[src/rtl/sample_fade_stage.sv]
// Output conditioning stage ahead of the codec: linear fade-in/out gain plus
// static shift attenuation, all advancing once per codec frame.
module sample_fade_stage #(
    parameter int SAMPLE_WIDTH = 18,
    parameter int FADE_LOG2    = 6,
    parameter int VOL_WIDTH    = 3
) (
    input  logic                    clk,
    input  logic                    reset,
    input  logic                    new_frame,
    input  logic                    play_enable,
    input  logic [SAMPLE_WIDTH-1:0] sample_in,
    input  logic [VOL_WIDTH-1:0]    volume,
    output logic [SAMPLE_WIDTH-1:0] sample_out,
    output logic                    muted,
    output logic                    fade_busy
);

    localparam int GAIN_W = FADE_LOG2 + 1;
    localparam int PROD_W = SAMPLE_WIDTH + FADE_LOG2 + 1;
    localparam logic [GAIN_W-1:0] GMAX = GAIN_W'(1) << FADE_LOG2;

    typedef enum logic [1:0] {
        MUTED    = 2'd0,
        FADE_IN  = 2'd1,
        PLAYING  = 2'd2,
        FADE_OUT = 2'd3
    } state_t;

    state_t                    state_q, state_nxt;
    logic [GAIN_W-1:0]         gain_q, gain_nxt;
    logic signed [PROD_W-1:0]  prod_p0;
    logic signed [SAMPLE_WIDTH-1:0] scaled_p0;
    logic signed [SAMPLE_WIDTH-1:0] sample_p1;

    // Both shifts floor toward -inf; the result always fits the sample width
    // because gain never exceeds 2**FADE_LOG2, so truncation needs no saturation.
    function automatic logic signed [SAMPLE_WIDTH-1:0] attenuate(
        input logic signed [PROD_W-1:0] prod,
        input logic [VOL_WIDTH-1:0]     vol
    );
        return SAMPLE_WIDTH'((prod >>> FADE_LOG2) >>> vol);
    endfunction

    // Stage p0: gain multiply and attenuation, using the pre-step gain
    always_comb begin
        prod_p0   = $signed(sample_in) * $signed({1'b0, gain_q});
        scaled_p0 = attenuate(prod_p0, volume);
    end

    always_comb begin
        gain_nxt  = gain_q;
        state_nxt = state_q;
        if (new_frame) begin
            if (play_enable)
                gain_nxt = (gain_q == GMAX) ? GMAX : gain_q + GAIN_W'(1);
            else
                gain_nxt = (gain_q == '0) ? '0 : gain_q - GAIN_W'(1);

            if (play_enable)
                state_nxt = (gain_nxt == GMAX) ? PLAYING : FADE_IN;
            else
                state_nxt = (gain_nxt == '0) ? MUTED : FADE_OUT;
        end
    end

    // Stage p1: registered result held for the codec until the next frame
    always_ff @(posedge clk or negedge reset) begin
        if (!reset) begin
            sample_p1 <= '0;
            gain_q    <= '0;
            state_q   <= MUTED;
        end else begin
            gain_q  <= gain_nxt;
            state_q <= state_nxt;
            if (new_frame)
                sample_p1 <= scaled_p0;
        end
    end

    assign sample_out = sample_p1;
    assign muted      = (state_q == MUTED);
    assign fade_busy  = (state_q == FADE_IN) || (state_q == FADE_OUT);

endmodule
[config.mk]
export PLATFORM = sky130hd
export DESIGN_NAME = sample_fade_stage
export DESIGN_NICKNAME = d
export VERILOG_FILES = /design/src/rtl/sample_fade_stage.sv
export SDC_FILE = /design/constraint.sdc
export NUM_CORES = 1
export LEC_CHECK = 0
export BUFFER_PORTS_ARGS = -buffer_cell sky130_fd_sc_hd__buf_2
export CAP_MARGIN = 30
export CORE_ASPECT_RATIO = 0.75
export CORE_MARGIN = 2
export CORE_UTILIZATION = 40
export CTS_CLUSTER_SIZE = 10
export DETAILED_ROUTE_END_ITERATION = 7
export PLACE_DENSITY = 0.57
export SYNTH_ARGS = -nofsm -noshare
export SYNTH_HDL_FRONTEND = slang
export SYNTH_SLANG_ARGS = --single-unit
export TNS_END_PERCENT = 50
[constraint.sdc]
create_clock -name clk -period 6.14 [get_ports clk]
set_input_delay 0.921 -clock clk [delete_from_list [all_inputs] [get_ports clk]]
set_output_delay 0.921 -clock clk [all_outputs]
set_load 0.02 [all_outputs]
==> results_dict.tcl <==
set metrics [dict create \
    outcome "finished, final reports clean" \
    r2r_setup_slack_ps 340 \
    final_hold_viol_count 0 \
    final_nets 979 \
    grt_max_degree 34 \
    gp_congestion 0.931 \
    drc 0 \
    wl_per_cell_um 15.9 \
    grt_util_all_layers 0.202 \
    viasPerCell 5.30 \
    worst_setup_path_start_kind "input pin" \
    post-route-period-util 0.964 \
    grt_pass1_vias 5710 \
    ys_seq_elements 27 \
    drtAntennaViolNets 0 \
    seq_area_um2 676 \
    timing.final.crit_period_ps 5920 \
    worstPathMaxFanout 9 \
    io_buffer_count 44 \
    ys.flop_type "dfrtp_1" \
    grt_pass1_wl_mm 27.9 \
    dr.pass1.iters 5 \
    clockRootBuffer "clkbuf_16" \
    vias 5411 \
    avgSynthCellArea_um2 8.41 \
    drv_slew 0 \
    crit_required_ps 6290 \
    worst_setup_path_end_kind "flip-flop" \
    fin_ws_ps 223 \
    ys_seq_area_frac 0.105 \
    initial_core_util 0.406 \
    tns_ps 0 \
    drive_gt1_frac 0.118 \
    max_stage_delay_ps 550 \
    reg2reg_from "gain_q[4]" \
    finalWirelength_mm 16.2 \
    drtIter0Drc 384 \
    nFillCells 1585 \
    ios 45 \
    rsz0062_at_grt "no" \
    fin_util 0.449 \
    max_freq_mhz 169 \
    placementRows 40 \
    final_cell_mix "135 x inv_1, 104 x and2_1, 93 x fa_1, 56 x nand2_1, 49 x ha_1" \
    hpwl_mm 13.5 \
    crit_slowest_cell "fa_1" \
    setup_viol 0 \
    die_height_um 114 \
    holdPathStages 2 \
    ys_async_sr_fraction 1.00 \
    synth_area_um2 6440 \
    dieWidth_um 151 \
    r2r_cells 19 \
    crit_type "in -> reg" \
    clk_path_buf_depth 2 \
    clk_pin_slew_worst_paths_ps 60 \
    postCtsSetupRepairBufs 0 \
    area_delta_synth_final_pct 10.6 \
    cts_buffers 3 \
    cp_common_cell "fa_1" \
    worst_pin_slew_ps 818 \
    syn-num-nets 933 \
    n_antenna_cell 0 \
    antenna_found_initial 0 \
    hold_path_class "reg -> reg" \
    rr_endpoint "sample_out[4]" \
    yosys_warnings 0 \
    die_area_um2 17100 \
    globalRouteOverflowTotal 0 \
    worstPathArrival_ps 6070 \
    cts_tree "done" \
    clk_latency_ps 270 \
    min_from "sample_out[11]" \
    path_cells "buf_2, and2_1, fa_1, fa_1, fa_1, inv_1, fa_1, inv_1, ha_1, and2_1, a311o_2, a211oi_4, buf_12, o211ai_2, a31oi_2, xnor2_1, mux4_2, nor2b_4, a211o_1" \
    layout_commonest_cell "inv_1" \
    synthDistinctLibCells 66 \
    slew-limit-headroom 0.441 \
    min_to "sample_out[11]" \
    multi_input_area_um2 5140 \
    fin_skew_ps 6.39 \
    clock_sinks 27 \
    core_um2 15900 \
    synthCells 766 \
    synth_edf_count 0 \
    place_ws_ps -76.6 \
    htree_levels 1 \
    maxCapViolCount 0 \
]
==> logic make-up (layout without fill, tap and decap cells) <==
group | after synthesis | after routing | share of synthesized area
compound gates | 137 | 137 | 0.146
fa+ha+maj | 142 | 142 | 0.384
xor+xnor | 20 | 20 | 0.0272
simple gates | 259 | 259 | 0.214
mux | 12 | 12 | 0.0243
buf+inv | 169 | 214 | 0.0996
flops | 27 | 27 | 0.105
==> cell usage after synthesis, types with 3 or more instances <==
cell | number | area share
inv_1 | 135 | 0.079
a21o_1 | 9 | 0.010
o211ai_1 | 9 | 0.010
nand2_1 | 56 | 0.033
xor2_1 | 6 | 0.0082
a21oi_1 | 38 | 0.030
nand3_1 | 12 | 0.0093
fa_1 | 93 | 0.29
and3_1 | 6 | 0.0058
o21ai_0 | 21 | 0.016
nand4_1 | 5 | 0.0049
a211oi_1 | 5 | 0.0058
o221ai_1 | 7 | 0.0095
or3_1 | 3 | 0.0029
mux2i_1 | 4 | 0.0062
o21ai_1 | 3 | 0.0023
mux2_2 | 6 | 0.010
nor3_1 | 13 | 0.010
ha_1 | 49 | 0.095
dfrtp_1 | 27 | 0.10
nand2b_1 | 4 | 0.0039
and2_1 | 104 | 0.10
clkbuf_1 | 32 | 0.019
nor2_1 | 39 | 0.023
and4_1 | 3 | 0.0041
xnor2_1 | 14 | 0.019
nor4_1 | 3 | 0.0029
a31oi_1 | 9 | 0.0087
==> per-layer routing <==
layer	routed length, um	part of all wire	global-route usage	vias up
met5	0	0	0	-
met4	180	0.011	0.0365	0
met3	520	0.032	0.0176	16
met2	7760	0.48	0.345	122
met1	7750	0.48	0.284	2675
li1	-	-	-	2598
==> area by class of cell <==
class	instances	share of cell area
multi-input combinational	570	0.721
sequential	27	0.0948
inverter	135	0.0711
timing repair buffer	75	0.0653
tap	210	0.0369
clock buffer	4	0.0111
==> per-stage QoR <==
step / std cells / cell area (um2) / hold slack, ps
2_1_floorplan: 766 / 6440 / 481
3_3_place_gp: 1017 / 7040 / 469
3_5_place_dp: 1017 / 7040 / 474
4_1_cts: 1021 / 7110 / 491
5_1_grt: 1021 / 7130 / 509
6_report: 1021 / 7130 / 484
==> critical path: cells and delay by family <==
kind | cells | cell delay (ps)
and+or+nand+nor | 3 | 510
muxes | 1 | 500
xor gates and xnor gates | 1 | 130
AOI/OAI and AO/OA | 5 | 1210
buffers and inverters | 4 | 410
adders and majority gates | 5 | 2390
==> state kept, by name, summed over array words and instances, names as in the netlist <==
| signal | flops |
|---|---|
| gain_q | 7 |
| sample_out | 18 |
| state_q | 2 |
==> worst max-delay path by stage <==
| stage | from | to | slack [ps] | depth (start not counted) |
|---|---|---|---|---|
| 2_1_floorplan | gain_q[2] | sample_out[4] | 270 | 20 |
| 3_3_place_gp | sample_in[4] | sample_out[4] | -10 | 19 |
| 3_5_place_dp | sample_in[5] | sample_out[12] | -80 | 20 |
| 5_1_grt | sample_in[5] | sample_out[4] | 0.4 | 19 |
| 4_1_cts | sample_in[5] | sample_out[12] | 200 | 20 |
| 6_report | sample_in[5] | sample_out[4] | 220 | 19 |
==> what timing repair did <==
| item | 4_1_cts | 5_1_grt |
|---|---|---|
| endpoints found under the setup margin | 0 | 8 |
| gates resized for setup | 0 | 4 |
| hold buffers | 0 | 0 |
Power is not shown: default switching activity piles up to over one toggle a cycle in this logic, so the estimate is an artifact.
